**src/rtl/address_generator_pkg.sv**
```systemverilog
// Shared address-mode encodings, direction constants and default width
// for the march-engine address generator.
package address_generator_pkg;

  typedef enum logic [1:0] {
    ADMD_LIUD = 2'b00,
    ADMD_PRUD = 2'b01,
    ADMD_ROWF = 2'b10,
    ADMD_RSVD = 2'b11
  } admd_t;

  localparam logic ADDR_UP   = 1'b1;
  localparam logic ADDR_DOWN = 1'b0;

  localparam int unsigned ADDR_WIDTH_DEF = 8;

endpackage

```
**src/rtl/address_generator_if.sv**
```systemverilog
// Control/address bundle between the march controller (master) and the
// address generator (slave).
interface address_generator_if #(
  parameter int unsigned W = 8
) ();

  logic [1:0]   admd_in;
  logic         hold_in;
  logic         updwn_in;
  logic         s_in;
  logic         r_in;
  logic [W-1:0] lo_in;
  logic [W-1:0] hi_in;
  logic [W-1:0] tas_out;
  logic         done_out;

  modport master (
    output admd_in, hold_in, updwn_in, s_in, r_in, lo_in, hi_in,
    input  tas_out, done_out
  );

  modport slave (
    input  admd_in, hold_in, updwn_in, s_in, r_in, lo_in, hi_in,
    output tas_out, done_out
  );

endinterface

```
**src/rtl/address_generator_lfsr_step.sv**
```systemverilog
// Combinational Fibonacci LFSR step in both directions; next_dn is the
// exact inverse of next_up, given that TAPS[W-1] is set.
module addr_lfsr_step #(
  parameter int unsigned   W    = 8,
  parameter logic [W-1:0]  TAPS = 'hB8
) (
  input  logic [W-1:0] cur,
  output logic [W-1:0] next_up,
  output logic [W-1:0] next_dn
);

  assign next_up = {cur[W-2:0], ^(cur & TAPS)};
  // The bit shifted out on the forward step is recovered from the feedback bit
  assign next_dn = {cur[0] ^ (^(cur[W-1:1] & TAPS[W-2:0])), cur[W-1:1]};

endmodule

```
**src/rtl/address_generator.sv**
```systemverilog
// Address generator: linear up/down, LFSR up/down and row-fast linear
// sequences with programmable bounds and a registered wrap pulse.
module address_generator
  import address_generator_pkg::*;
#(
  parameter int unsigned            ADDR_WIDTH = ADDR_WIDTH_DEF,
  parameter int unsigned            COL_BITS   = 4,
  parameter logic [ADDR_WIDTH-1:0]  LFSR_TAPS  = 'hB8,
  parameter logic [ADDR_WIDTH-1:0]  LFSR_SEED  = 'h01
) (
  input  logic                clk,
  input  logic                rst,
  address_generator_if.slave  bus
);

  localparam int unsigned W = ADDR_WIDTH;

  admd_t        mode;
  logic [W-1:0] idx, idx_nxt;
  logic [W-1:0] tas_q, tas_nxt;
  logic         done_q, done_nxt;
  logic [W-1:0] lfsr_up, lfsr_dn;
  logic         up;

  assign mode = admd_t'(bus.admd_in);
  assign up   = (bus.updwn_in == ADDR_UP);

  addr_lfsr_step #(
    .W    (W),
    .TAPS (LFSR_TAPS)
  ) u_lfsr_step (
    .cur     (idx),
    .next_up (lfsr_up),
    .next_dn (lfsr_dn)
  );

  always_comb begin
    idx_nxt  = idx;
    done_nxt = 1'b0;
    if (mode != ADMD_RSVD) begin
      if (bus.s_in) begin
        idx_nxt = (mode == ADMD_PRUD) ? LFSR_SEED : bus.lo_in;
      end else if (bus.r_in) begin
        idx_nxt = (mode == ADMD_PRUD) ? LFSR_SEED : bus.hi_in;
      end else if (!bus.hold_in) begin
        if (mode == ADMD_PRUD) begin
          // All-zero is the LFSR lockup state: escape to the seed silently
          if (idx == '0) begin
            idx_nxt = LFSR_SEED;
          end else begin
            idx_nxt  = up ? lfsr_up : lfsr_dn;
            done_nxt = (idx_nxt == LFSR_SEED);
          end
        end else if (idx == (up ? bus.hi_in : bus.lo_in)) begin
          idx_nxt  = up ? bus.lo_in : bus.hi_in;
          done_nxt = 1'b1;
        end else begin
          idx_nxt = up ? idx + 1'b1 : idx - 1'b1;
        end
      end
    end
    tas_nxt = (mode == ADMD_ROWF) ?
              {idx_nxt[W-COL_BITS-1:0], idx_nxt[W-1:W-COL_BITS]} : idx_nxt;
  end

  always_ff @(posedge clk or negedge rst) begin
    if (!rst) begin
      idx    <= '0;
      tas_q  <= '0;
      done_q <= 1'b0;
    end else begin
      idx    <= idx_nxt;
      tas_q  <= tas_nxt;
      done_q <= done_nxt;
    end
  end

  assign bus.tas_out  = tas_q;
  assign bus.done_out = done_q;

endmodule

```
**src/flat_wrapper.sv**
```systemverilog
// flat-port wrapper written by rule: the top's interface ports become plain ports
module address_generator_flat import address_generator_pkg::*;
#(
  parameter int unsigned            ADDR_WIDTH = ADDR_WIDTH_DEF,
  parameter int unsigned            COL_BITS   = 4,
  parameter logic [ADDR_WIDTH-1:0]  LFSR_TAPS  = 'hB8,
  parameter logic [ADDR_WIDTH-1:0]  LFSR_SEED  = 'h01
)
  (clk, rst, bus_admd_in, bus_hold_in, bus_updwn_in, bus_s_in, bus_r_in, bus_lo_in, bus_hi_in, bus_tas_out, bus_done_out);
  address_generator_if #(.W(8)) bus_i ();
  input  logic clk;
  input  logic rst;
  input wire logic [$bits(bus_i.admd_in)-1:0] bus_admd_in;
  input wire logic [$bits(bus_i.hold_in)-1:0] bus_hold_in;
  input wire logic [$bits(bus_i.updwn_in)-1:0] bus_updwn_in;
  input wire logic [$bits(bus_i.s_in)-1:0] bus_s_in;
  input wire logic [$bits(bus_i.r_in)-1:0] bus_r_in;
  input wire logic [$bits(bus_i.lo_in)-1:0] bus_lo_in;
  input wire logic [$bits(bus_i.hi_in)-1:0] bus_hi_in;
  output wire logic [$bits(bus_i.tas_out)-1:0] bus_tas_out;
  output wire logic [$bits(bus_i.done_out)-1:0] bus_done_out;
  assign bus_i.admd_in = bus_admd_in;
  assign bus_i.hold_in = bus_hold_in;
  assign bus_i.updwn_in = bus_updwn_in;
  assign bus_i.s_in = bus_s_in;
  assign bus_i.r_in = bus_r_in;
  assign bus_i.lo_in = bus_lo_in;
  assign bus_i.hi_in = bus_hi_in;
  assign bus_tas_out = bus_i.tas_out;
  assign bus_done_out = bus_i.done_out;
  address_generator #(.ADDR_WIDTH(ADDR_WIDTH), .COL_BITS(COL_BITS), .LFSR_TAPS(LFSR_TAPS), .LFSR_SEED(LFSR_SEED)) u_core (.clk(clk), .rst(rst), .bus(bus_i));
endmodule
```
**config.mk**
```make
export PLATFORM = sky130hd
export DESIGN_NAME = address_generator_flat
export DESIGN_NICKNAME = d
export VERILOG_FILES = /design/src/rtl/address_generator_pkg.sv /design/src/rtl/address_generator_if.sv /design/src/rtl/address_generator_lfsr_step.sv /design/src/rtl/address_generator.sv /design/src/flat_wrapper.sv
export SDC_FILE = /design/constraint.sdc
export NUM_CORES = 1
export LEC_CHECK = 0
export ABC_CLOCK_PERIOD_IN_PS = 2800
export CORE_ASPECT_RATIO = 0.7
export CORE_MARGIN = 2
export CORE_UTILIZATION = 57
export CTS_BUF_LIST = sky130_fd_sc_hd__clkbuf_4 sky130_fd_sc_hd__clkbuf_8
export DETAILED_ROUTE_END_ITERATION = 16
export GPL_TIMING_DRIVEN = 1
export PLACE_DENSITY = 0.91
export SYNTH_ARGS = -nofsm -noshare
export SYNTH_HDL_FRONTEND = slang
export SYNTH_HIERARCHICAL = 1
export SYNTH_SLANG_ARGS = --single-unit
```
**constraint.sdc**
```tcl
create_clock -name clk -period 2.8 [get_ports clk]
set_input_delay 0.56 -clock clk [delete_from_list [all_inputs] [get_ports clk]]
set_output_delay 0.56 -clock clk [all_outputs]
set_load 0.05 [all_outputs]
```
Yosys cells after proc, flatten, opt, wreduce, memory -nomap -nowiden
Cells that the tools add are included.
{"block": "classes", "eq_ne": 5, "n_reduce_logical": 3, "n_addsub": 2, "bitwise": 1, "n_mux": 21}
{"operator": "8-bit 2-to-1 mux", "count": 14}
{"operator": "8-bit by 1-bit adder with 8-bit output (second input constant)", "count": 1}
{"operator": "8-bit by 1-bit equality test with 1-bit output (second input constant)", "count": 1}
{"operator": "8-bit equality test", "count": 1}
{"operator": "8-bit zero test", "count": 1}
{"operator": "8-bit XOR reduction", "count": 1}
{"operator": "8-bit by 1-bit subtractor with 8-bit output (second input constant)", "count": 1}
{"operator": "1-bit 2-to-1 mux", "count": 7}
{"operator": "7-bit XOR reduction", "count": 1}
{"operator": "2-bit by 1-bit equality test with 1-bit output (second input constant)", "count": 1}
{"operator": "2-bit equality test (second input constant)", "count": 1}
{"operator": "2-bit inequality test (second input constant)", "count": 1}
{"operator": "1-bit XOR", "count": 1}
{"block": "word_totals", "regBits": 17, "inputBits": 24, "out_inout_bits": 9, "word_cells": 35}

Longest topological paths before layout
Gate-level depths: netlist (run 1).
{"block": "logic_depth", "depth_word": 10, "ltp_mapped": 12, "depth_no_buf": 9}

Modules after synthesis
The synthesis (run 1) kept the hierarchy.
{"module": "address_generator", "cells_each": 266, "seq_area_each_um2": 425.4, "n_inst": 1, "area_per_inst_um2": 2073.2}
{"module": "addr_lfsr_step", "cells_each": 19, "seq_area_each_um2": 0.0, "n_inst": 1, "area_per_inst_um2": 148.9}

Worst setup path before layout (run 1)
No wires, ideal clock.
{"block": "synth_path", "path_type": "in2reg", "from": "in bus_updwn_in", "to": "reg u_core.tas_q[3], in the netlist u_core/bus.tas_out[3]", "setup_slack_ps": -511, "t_required_ps": 2670, "n_path_buf": 3, "path_stages": 12, "t_arrival_ps": 3181, "setup_time_ps": 130, "cell_sequence": "buf_6 > clkbuf_1 > buf_2 > inv_1 > ha_1 > and3_1 > a221oi_1 > a21oi_1 > xor2_1 > mux2_2 > a22oi_1 > o21ai_0"}
{"block": "synth_between", "elab_chain_len": 9, "elab_cells_between_ends": 13, "cone_classes": "1 x eq/ne; 12 x mux"}
{"item": "start: declaration", "line_no": "flat_wrapper.sv:15", "source": "input wire logic [$bits(bus_i.updwn_in)-1:0] bus_updwn_in;"}
{"item": "8-bit 2-to-1 mux", "line_no": "address_generator.sv:54", "source": "end else if (idx == (up ? bus.hi_in : bus.lo_in)) begin"}
{"item": "8-bit equality test", "line_no": "address_generator.sv:54"}
{"item": "8-bit 2-to-1 mux", "line_no": "address_generator.sv:54"}
{"item": "8-bit 2-to-1 mux *", "line_no": "address_generator.sv:46", "source": "if (mode == ADMD_PRUD) begin"}
{"item": "8-bit 2-to-1 mux *", "line_no": "address_generator.sv:45", "source": "end else if (!bus.hold_in) begin"}
{"item": "8-bit 2-to-1 mux *", "line_no": "address_generator.sv:43", "source": "end else if (bus.r_in) begin"}
{"item": "8-bit 2-to-1 mux *", "line_no": "address_generator.sv:41", "source": "if (bus.s_in) begin"}
{"item": "8-bit 2-to-1 mux *", "line_no": "address_generator.sv:40", "source": "if (mode != ADMD_RSVD) begin"}
{"item": "8-bit 2-to-1 mux *", "line_no": "address_generator.sv:62", "source": "tas_nxt = (mode == ADMD_ROWF) ?"}
{"item": "via u_core.tas_nxt[3]", "line_no": "address_generator.sv:20", "source": "logic [W-1:0] tas_q, tas_nxt;"}
{"item": "end signal: assignment", "line_no": "address_generator.sv:73", "source": "tas_q <= tas_nxt;"}
{"item": "end: declaration", "line_no": "address_generator.sv:20"}
Mark *: on every way through the listed nets, which the timed path passes. The rest lies on a longest branch.

Worst setup path after layout (run 1)
{"block": "layout_path", "from": "in bus_updwn_in", "to": "reg u_core.tas_q[4], in the netlist u_core/bus.tas_out[4]"}
The elaborated chain is that of the path after synthesis.

==> out/results.txt, run 1 <==
# hold bufs at CTS = 0
Slowest-stage cell, CP = or4b_4
Finish-stage setup viols = 0
Initial core utilization = 61.28%
Avg Cell Area, Syn = 7.797 µm²
TritonCTS clock tree = done
Final hold violation count = 0
YS warnings = 6
Root Driver = clkbuf_8
DR WL/cell = 23.84 µm
Dominant cell type by area after synthesis = dfrtp_1
# diodes = 0
Synthesized area = 2222 µm²
Slew @ Worst Pin = 0.8493 ns
Placed cells = 388
Largest net degree at the start of global routing = 18
First-pass GRT wire length = 14.35 mm
Fmax = 358.5 MHz
Met2 wire len = 3.955 mm
DRT Pass-1 Iters = 7
Num Clock Sinks = 17
Post-Layout Cell Count = 402
Ys flop type = dfrtp_1
Number of cells produced by synthesis = 285
Max-cap viol count = 0
Flops & latches, synth = 17
Clock H-tree levels = 1
Total wire length = 9.582 mm
Die W = 78.63 µm
Slew HR = 43.21%
DRC = 0
Routed vias/inst = 7.251
Post-Syn Nets = 316
Final worst path period need = 2.789 ns
EDFF count, synth = 0
Maximum vdd ir drop = 545.9 µV
Fraction of layout cells with a size suffix above 1 = 30.40%
Crit path kind = in -> reg
Sequential-to-total area share from yosys stat = 19.14%
P_int = 0.8369 mW
Clock buffer depth = 2
Max Fanout on Critical Path = 7
Later-pin clock latency in the skew report = 0.26 ns
Gr usage total = 42.01%
Detailed Route Iter0 Violations = 577
Leakage power figure = 1.305 nW
DP HPWL = 5.816 mm
Area grow syn2layout = 42.91%
Die ar. = 4422 µm²
Period utilisation layout = 99.62%
I/O pins = 33
Synth async-reset ratio = 100.0%
Routability congestion estimate from global placement = 1.023
Sw power = 0.7015 mW
CP peak stage delay = 0.57 ns
CTS buffer count = 3
Slew Limit Fails = 0
Reg power frac = 23.3%
Clock power share = 13.2%
Row Count = 18
Worst Setup End Kind = flip-flop
Vias in the first global route = 2754
Most common cell in the netlist = a21oi_1
Vert. Die Dim = 56.24 µm
Core area = 3626 µm²
Worst EP arrival = 2.92 ns
DR vias = 2915
Worst Path Required = 2.93 ns
CP Cell Sequence = clkdlybuf4s15_1 -> buf_12 -> buf_6 -> mux2i_4 -> xnor2_2 -> or4b_4 -> o21ai_1 -> o311ai_2 -> a21oi_2 -> buf_4 -> o22ai_1
Top sig layer = met4
Remaining global-route overflow = 0
Synth cell types = 56
Area contributors post-synth = dfrtp_1 (19%), mux2i_1 (7.2%), a21oi_1 (6.1%), xnor2_1 (5.9%), o21ai_0 (5.0%)
Antenna violations before repair = 0
Top-area cell type share of the netlist area = 19.14%
Port Buffers = 32
ANT nets after route = 0
Worst hold path type = in -> async
Reg clk slew, reported paths = 0.07 ns
Top post-synthesis cells by count = a21oi_1 (27), nor2_1 (24), o21ai_0 (22), dfrtp_1 (17), mux2i_1 (16)
Post-Route M1 WL = 3.494 mm
Final setup skew = 0.008924 ns
Hold Slack = 0.7775 ns
Status = completed
Switching share of total power = 45.60%
Wire length on met3 = 1.310 mm
Combinational share of power = 63.5%
CP startpoint kind = input pin
Power Dens Cells = 484.5 nW/µm²
Fin nets = 384
==> stage by stage <==
stage	cell area [µm²]	util, %	power, mW	setup TNS (ns)	worst slack [ns]
final	3176	87.58	1.538	0	0.01052
after detailed placement	2884	79.54	1.164	-5.615	-0.4623
after global placement	2884	79.54	1.136	-4.794	-0.4767
after global routing	3176	87.58	1.600	-0.03817	-0.02084
after CTS	3065	84.54	1.406	0	0.09652
after floorplan	2327	-	0.9043	0	0.006837
==> power groups by stage <==
stage	logic, mW	registers (mW)	clock network, mW
detailed placement	0.809	0.355	0
finish	0.977	0.359	0.203
global route	1.02	0.361	0.218
floorplan	0.506	0.398	0
CTS	0.861	0.351	0.194
global placement	0.783	0.353	0
==> area by class of cell <==
type | instances | area, µm²
repair buffers | 93 | 800.8
multi-input cells | 224 | 1782
clock buffers | 4 | 48.80
flip-flops and latches | 17 | 425.4
fillers | 171 | 450.4
inverters | 14 | 56.30
well taps | 50 | 62.56
==> registers in the layout, indices dropped and copies added, names as in the netlist <==
name	count
u_core/bus.done_out	1
u_core/bus.tas_out	8
u_core/idx	8
==> path summary, 6_finish.rpt <==
path / start / end / slack [ns] / cells after the start
worst min-delay path: rst / u_core/bus.tas_out[5] / 0.78 / 1
max in group asynchronous: rst / u_core/bus.tas_out[6] / 1.49 / 1
worst max register to register: u_core/idx[0] / u_core/bus.tas_out[4] / 0.23 / 10
worst min register to register: u_core/idx[7] / u_core/idx[7] / 0.79 / 3
worst max-delay path: bus_updwn_in / u_core/bus.tas_out[4] / 0.01 / 11
min in group clk: u_core/idx[7] / u_core/idx[7] / 0.79 / 3
==> placed cells by master, fill, tap and decap left out, types with 4 or more instances in the layout <==
| cell | netlist | final |
|---|---|---|
| dfrtp_1 | 17 | 17 |
| a21oi_1 | 27 | 25 |
| a221oi_1 | 11 | 10 |
| a31oi_1 | 7 | 6 |
| mux2i_1 | 16 | 10 |
| clkdlybuf4s50_1 | 0 | 30 |
| inv_1 | 13 | 12 |
| nor2b_1 | 8 | 7 |
| buf_4 | 14 | 58 |
| o22ai_1 | 5 | 5 |
| o21ai_0 | 22 | 18 |
| mux2i_2 | 0 | 5 |
| nand2_1 | 14 | 14 |
| nand3_1 | 4 | 4 |
| ha_4 | 0 | 4 |
| nor4_1 | 5 | 5 |
| nor2_1 | 24 | 24 |
| o21ai_1 | 0 | 4 |
| mux2_2 | 7 | 7 |
| xnor2_1 | 15 | 13 |
==> cell families (layout without fill, tap and decap cells) <==
logic type / Yosys count / in the layout / synth area share (%)
DFF: 17 / 17 / 19.14
and+or+nand+nor: 72 / 72 / 17.17
AOI/OAI and AO/OA: 105 / 105 / 31.42
muxes: 23 / 23 / 10.75
adders and majority gates: 7 / 7 / 4.279
buffers and inverters: 44 / 111 / 10.53
xor gates and xnor gates: 17 / 17 / 6.701
==> worst max-delay path: cells and delay by family <==
family | cells | cell delay [ns]
AOI/OAI and AO/OA | 4 | 0.71
xor gates and xnor gates | 1 | 0.16
buffers and inverters | 4 | 0.66
muxes | 1 | 0.27
and+or+nand+nor | 1 | 0.57
==> what timing repair did <==
item	in CTS	in global routing
pin swaps	9	8
cloned	0	0
resized for setup	16	20
buffers inserted	9	1
endpoints found under the setup margin	15	13
==> per-layer routing <==
layer	GRT usage, %	vias to the layer above
met5	0	-
met4	26.57	0
met3	9.740	98
met2	62.52	306
met1	54.52	1316
li1	-	1195
(Power assumes the default switching activity.)
==> inputs of run 2 (changes only) <==
- CORE_UTILIZATION: 57 -> 40
- PLACE_DENSITY: 0.91 -> 0.7
==> out/results.txt, run 2 (synthesis results as in run 1) <==
TritonCTS clock tree = done (unchanged)
Area grow syn2layout = 41.27% (was 42.91%)
Detailed Route Iter0 Violations = 224 (was 577)
Final Util = 59.09% (was 87.58%)
Remaining global-route overflow = 0 (unchanged)
Design area = 3139 µm² (was 3176 µm²)
Most frequent cells in the layout = buf_4 (66), clkdlybuf4s50_1 (31), a21oi_1 (27) (was buf_4 (58), clkdlybuf4s50_1 (30), a21oi_1 (25))
Initial core utilization = 41.83% (was 61.28%)
Vias in the first global route = 2620 (was 2754)
Total design power = 1.467 mW (was 1.538 mW)
Placed cells = 425 (was 388)
Slew Limit Fails = 0 (unchanged)
Vert. Die Dim = 66.36 µm (was 56.24 µm)
Slew @ Worst Pin = 0.7602 ns (was 0.8493 ns)
Final WS setup = 0.06872 ns (was 0.01052 ns)
Final setup skew = 0.001782 ns (was 0.008924 ns)
Post-Layout Cell Count = 431 (was 402)
Maximum vdd ir drop = 311.3 µV (was 545.9 µV)
First-pass GRT wire length = 13.43 mm (was 14.35 mm)
Leakage power figure = 1.302 nW (was 1.305 nW)
I/O pins = 33 (unchanged)
Power Dens Cells = 467.4 nW/µm² (was 484.5 nW/µm²)
CP startpoint kind = input pin (unchanged)
Period utilisation layout = 97.55% (was 99.62%)
Fmax = 366.1 MHz (was 358.5 MHz)
Fraction of layout cells with a size suffix above 1 = 28.69% (was 30.40%)
Final hold violation count = 0 (unchanged)
# diodes = 0 (unchanged)
Post-DP Area = 3012 µm² (was 2884 µm²)
Fin nets = 391 (was 384)
Top sig layer = met4 (unchanged)
DR WL/cell = 19.57 µm (was 23.84 µm)
Largest net degree at the start of global routing = 19 (was 18)
Routed vias/inst = 6.206 (was 7.251)
Reg clk slew, reported paths = 0.07 ns (about the same)
Row Count = 22 (was 18)
Num Clock Sinks = 17 (unchanged)
Worst hold path type = reg -> reg (was in -> async)
Clock H-tree levels = 1 (unchanged)
Later-pin clock latency in the skew report = 0.25 ns (was 0.26 ns)
Slew HR = 49.16% (was 43.21%)
Final setup TNS = 0 ns (unchanged)
Pre-CTS setup slack = -0.5103 ns (was -0.4623 ns)
CTS buffer count = 3 (unchanged)
Gr usage total = 28.00% (was 42.01%)
Filler cells = 472 (was 171)
Worst Setup End Kind = flip-flop (unchanged)
Max Fanout on Critical Path = 5 (was 7)
Routability congestion estimate from global placement = 1.001 (was 1.023)
Worst EP arrival = 2.85 ns (was 2.92 ns)
Total wire length = 8.435 mm (was 9.582 mm)
Antenna violations before repair = 0 (unchanged)
Clock buffer depth = 2 (unchanged)
Die ar. = 6177 µm² (was 4422 µm²)
Post-Route M1 WL = 3.809 mm (was 3.494 mm)
Final worst path period need = 2.731 ns (was 2.789 ns)
Root Driver = clkbuf_8 (unchanged)
Worst Path Required = 2.92 ns (was 2.93 ns)
DRC = 0 (unchanged)
Met2 wire len = 3.644 mm (was 3.955 mm)
Wire length on met3 = 802 µm (was 1.310 mm)
DRT Pass-1 Iters = 5 (was 7)
Most common cell after layout, fill and taps aside = buf_4 (unchanged)
Die W = 93.09 µm (was 78.63 µm)
ANT nets after route = 0 (unchanged)
DR vias = 2675 (was 2915)
Crit path kind = in -> reg (unchanged)
DP HPWL = 6.415 mm (was 5.816 mm)
Core area = 5313 µm² (was 3626 µm²)
Status = completed (unchanged)
Hold Slack = 0.7329 ns (was 0.7775 ns)
Port Buffers = 32 (unchanged)
Finish-stage setup viols = 0 (unchanged)
Max-cap viol count = 0 (unchanged)
[run 2: cell count changes in the layout (fill, tap and decap cells not counted), moves of 2 or more]
cell,previous run,this run
a21oi_1,25,27
a21oi_2,3,1
buf_4,58,66
mux2i_1,10,14
mux2i_2,5,2
o311ai_1,0,2
o311ai_2,2,0
[run 2: cell type report]
cell class                      count  area, µm²  area share [%]
Clock buffer                        4      48.80           1.554
Sequential cell                    17      425.4           13.55
Multi-Input combinational cell    224       1692           53.89
Tap cell                           72      90.09           2.870
Timing Repair Buffer              100      827.0           26.35
Inverter                           14      56.30           1.794
[run 2: final timing paths]
kind                               start                    end  slack (ns)  cells past startpoint
setup / recovery            bus_lo_in[7]  u_core/bus.tas_out[0]        0.07                      8
hold / removal             u_core/idx[0]          u_core/idx[0]        0.73                      2
setup reg to reg           u_core/idx[1]  u_core/bus.tas_out[0]        0.18                      9
hold reg to reg            u_core/idx[0]          u_core/idx[0]        0.73                      2
max in group asynchronous            rst          u_core/idx[6]        1.57                      1
min in group asynchronous            rst          u_core/idx[1]        0.75                      1
[run 2: worst max-delay path: stages]
cell	delay [ns]
clkdlybuf4s50_1	0.47
mux2i_2	0.24
xnor2_2	0.14
or4b_4	0.61
o21ai_1	0.22
o311ai_1	0.14
a21oi_1	0.31
o32ai_1	0.15
[run 2: repair_timing]
action	4_1_cts	5_1_grt
endpoints found under the setup margin	16	13
pin swaps	0	2
setup buffers	0	1
gates resized for setup	6	11
gates cloned	1	0
hold buffers	0	0
hold endpoints to repair	0	0
[run 2: report_power, final]
group / total [mW] / internal (mW) / switching (mW) / leakage (nW)
clock network: 0.193 / 0.111 / 0.0821 / 0.0262
registers: 0.346 / 0.283 / 0.0632 / 0.206
logic: 0.928 / 0.437 / 0.492 / 1.07
total: 1.47 / 0.830 / 0.637 / 1.30
[run 2: per-layer routing]
| layer | track usage (%) | vias up |
|---|---|---|
| met2 | 43.93 | 163 |
| met5 | 0 | - |
| met4 | 7.721 | 0 |
| li1 | - | 1207 |
| met3 | 3.877 | 26 |
| met1 | 40.24 | 1279 |
==> inputs of run 3 (changes only) <==
- ABC_AREA: unset -> 1
==> out/results.txt, run 3 <==
Status = completed (unchanged)
Reg power frac = 28.2% (was 23.6%)
Area grow syn2layout = 20.65% (was 41.27%)
Routability congestion estimate from global placement = 0.9666 (was 1.001)
YS warnings = 6 (unchanged)
Initial core utilization = 41.60% (was 41.83%)
Final setup skew = 0.002379 ns (was 0.001782 ns)
Combinational share of power = 55.5% (was 63.3%)
Top post-synthesis cells by count = nand2_1 (158), nand3_1 (36), inv_1 (34), a21oi_1 (21) (was a21oi_1 (27), nor2_1 (24), o21ai_0 (22), dfrtp_1 (17), mux2i_1 (16))
Worst EP arrival = 2.57 ns (was 2.85 ns)
Leakage power figure = 1.486 nW (was 1.302 nW)
Synth cell types = 32 (was 56)
Ys flop type = dfrtp_1 (unchanged)
DR WL/cell = 13.95 µm (was 19.57 µm)
Finish-stage setup viols = 0 (unchanged)
Flops & latches, synth = 17 (unchanged)
Vert. Die Dim = 65.87 µm (was 66.36 µm)
Fmax = 421.1 MHz (was 366.1 MHz)
# diodes = 0 (unchanged)
WP buf/inv = 2 (was 1)
Post-Syn Nets = 395 (was 316)
Crit path kind = reg -> reg (was in -> reg)
Area contributors post-synth = nand2_1 (27%), dfrtp_1 (19%), nand3_1 (8.2%), buf_4 (5.8%), inv_1 (5.8%) (was dfrtp_1 (19%), mux2i_1 (7.2%), a21oi_1 (6.1%), xnor2_1 (5.9%), o21ai_0 (5.0%))
Fin nets = 428 (was 391)
Post-DP Area = 2586 µm² (was 3012 µm²)
I/O pins = 33 (unchanged)
Most common cell in the netlist = nand2_1 (was a21oi_1)
Reg clk slew, reported paths = 0.07 ns (about the same)
Number of cells produced by synthesis = 364 (was 285)
Sequential-to-total area share from yosys stat = 19.45% (was 19.14%)
Slew @ Worst Pin = 0.7461 ns (was 0.7602 ns)
Total wire length = 6.527 mm (was 8.435 mm)
TritonCTS clock tree = done (unchanged)
CP peak stage delay = 0.52 ns (was 0.61 ns)
Design area = 2639 µm² (was 3139 µm²)
Num Clock Sinks = 17 (unchanged)
Period utilisation layout = 84.81% (was 97.55%)
DP HPWL = 5.264 mm (was 6.415 mm)
Die W = 92.38 µm (was 93.09 µm)
DRT Pass-1 Iters = 5 (unchanged)
Detailed Route Iter0 Violations = 220 (was 224)
Power Dens Cells = 429.1 nW/µm² (was 467.4 nW/µm²)
CTS buffer count = 3 (unchanged)
Routed vias/inst = 5.267 (was 6.206)
Dominant cell type by area after synthesis = nand2_1 (was dfrtp_1)
Remaining global-route overflow = 0 (unchanged)
Final worst path period need = 2.375 ns (was 2.731 ns)
Vias in the first global route = 2147 (was 2620)
Sw power = 0.5092 mW (was 0.6370 mW)
Antenna violations before repair = 0 (unchanged)
Clock H-tree levels = 1 (unchanged)
Switching share of total power = 44.97% (was 43.41%)
Clock power share = 16.2% (was 13.1%)
Final WS setup = 0.4252 ns (was 0.06872 ns)
Total design power = 1.132 mW (was 1.467 mW)
Worst hold path type = reg -> reg (unchanged)
Gr usage total = 22.29% (was 28.00%)
P_int = 0.6231 mW (was 0.8303 mW)
Hold Slack = 0.7235 ns (was 0.7329 ns)
ANT nets after route = 0 (unchanged)
Fraction of layout cells with a size suffix above 1 = 10.61% (was 28.69%)
Most frequent cells in the layout = nand2_1 (158), nand3_1 (36), inv_1 (34) (was buf_4 (66), clkdlybuf4s50_1 (31), a21oi_1 (27))
EDFF count, synth = 0 (unchanged)
Filler cells = 540 (was 472)
Clock buffer depth = 2 (unchanged)
Avg Cell Area, Syn = 6.009 µm² (was 7.797 µm²)
Most common cell after layout, fill and taps aside = nand2_1 (was buf_4)
Top-area cell type share of the netlist area = 27.12% (was 19.14%)
Final Util = 50.19% (was 59.09%)
Synth async-reset ratio = 100.0% (unchanged)
Pre-CTS setup slack = -0.2229 ns (was -0.5103 ns)
Slew HR = 50.10% (was 49.16%)
Later-pin clock latency in the skew report = 0.25 ns (about the same)
Slowest-stage cell, CP = dfrtp_1 (was or4b_4)
Largest net degree at the start of global routing = 18 (was 19)
Slew Limit Fails = 0 (unchanged)
Die ar. = 6085 µm² (was 6177 µm²)
First-pass GRT wire length = 10.69 mm (was 13.43 mm)
Max Fanout on Critical Path = 5 (unchanged)
Maximum vdd ir drop = 304.8 µV (was 311.3 µV)
CP Cell Sequence = inv_1 -> fa_1 -> o21ai_2 -> nand2_1 -> nand2_1 -> nand2_1 -> nand2_1 -> inv_1 -> nand2_1 -> nand3_1 -> nand2_1 -> nand2_1 -> nand2_1 -> nand2_1 -> o21ai_2 -> nand3_1 -> nand2_1 (was clkdlybuf4s50_1 -> mux2i_2 -> xnor2_2 -> or4b_4 -> o21ai_1 -> o311ai_1 -> a21oi_1 -> o32ai_1)
Crit path max-delay family = simple AND/OR/NAND/NOR gates (was compound AO/OA/AOI/OAI gates)
Worst Setup End Kind = flip-flop (unchanged)
Cell repeated most along the worst path = nand2_1
Max-cap viol count = 0 (unchanged)
Row Count = 22 (unchanged)
CP startpoint kind = flip-flop (was input pin)
DRC = 0 (unchanged)
RSZ-0062 raised after global routing = false
Final hold violation count = 0 (unchanged)
Worst Path Required = 3.00 ns (was 2.92 ns)
Core area = 5258 µm² (was 5313 µm²)
Synthesized area = 2187 µm² (was 2222 µm²)
Root Driver = clkbuf_8 (unchanged)
DR vias = 2465 (was 2675)
Port Buffers = 32 (unchanged)
## run 3: path summary, 6_finish.rpt
check	startpoint	end	slack, ns	cells past startpoint
hold / removal	u_core/idx[0]	u_core/idx[0]	0.72	3
min in group asynchronous	rst	u_core/bus.done_out	0.74	1
setup reg to reg	u_core/idx[1]	u_core/bus.tas_out[6]	0.43	17
hold reg to reg	u_core/idx[0]	u_core/idx[0]	0.72	3
max in group asynchronous	rst	u_core/idx[5]	1.59	1
setup / recovery	u_core/idx[1]	u_core/bus.tas_out[6]	0.43	17
## run 3: power groups by stage
stage          Sequential [mW]  Combinational, mW  Clock [mW]
2_1_floorplan            0.369              0.394           0
3_3_place_gp             0.324              0.608           0
3_5_place_dp             0.324              0.617           0
4_1_cts                  0.319              0.619       0.191
5_1_grt                  0.324              0.695       0.204
6_report                 0.320              0.629       0.184
## run 3: final cells by class
type                       count  area (µm²)  area share, %
timing repair buffer          52       473.0          17.92
inverter                      36       135.1          5.121
sequential                    17       425.4          16.12
clock inverter                 1       5.005         0.1897
multi-input combinational    287        1469          55.67
clock buffer                   3       41.29          1.565
tap                           72       90.09          3.414
## run 3: stage by stage
step	setup TNS, ns	instances
2_1_floorplan	0	364
3_3_place_gp	-0.8559	464
3_5_place_dp	-1.385	464
4_1_cts	0	468
5_1_grt	0	468
6_report	0	468
## run 3: what timing repair did
item / 4_1_cts / 5_1_grt
buffers inserted: 0 / 0
gates resized for setup: 0 / 3
hold buffers: 0 / 0
setup endpoints to repair: 0 / 11
## run 3: cell families (layout without fill, tap and decap cells)
group,after synthesis,count (layout),share of synthesized area [%]
muxes,8,8,3.661
AOI/OAI and AO/OA,46,46,12.47
xor gates and xnor gates,6,6,2.403
adders and majority gates,7,7,4.348
DFF,17,17,19.45
buffers and inverters,60,92,13.56
and+or+nand+nor,220,220,44.11
## run 3: worst reg2reg max path, delay by kind of cell (launching register included)
family | cells | cell delay [ns]
simple gates | 12 | 0.79
flops | 1 | 0.52
compound gates | 2 | 0.31
fa+ha+maj | 1 | 0.46
buf+inv | 2 | 0.24
## run 3: routing by layer
layer  wire (µm)  vias up  global-route usage [%]  share of wire [%]
li1            -     1221                       -                  -
met1        3261     1131                   34.01                 50
met4           2        0                   1.679              0.031
met5           0        -                       0                  0
met3         605        2                   4.219                9.3
met2        2657      111                   33.76                 41
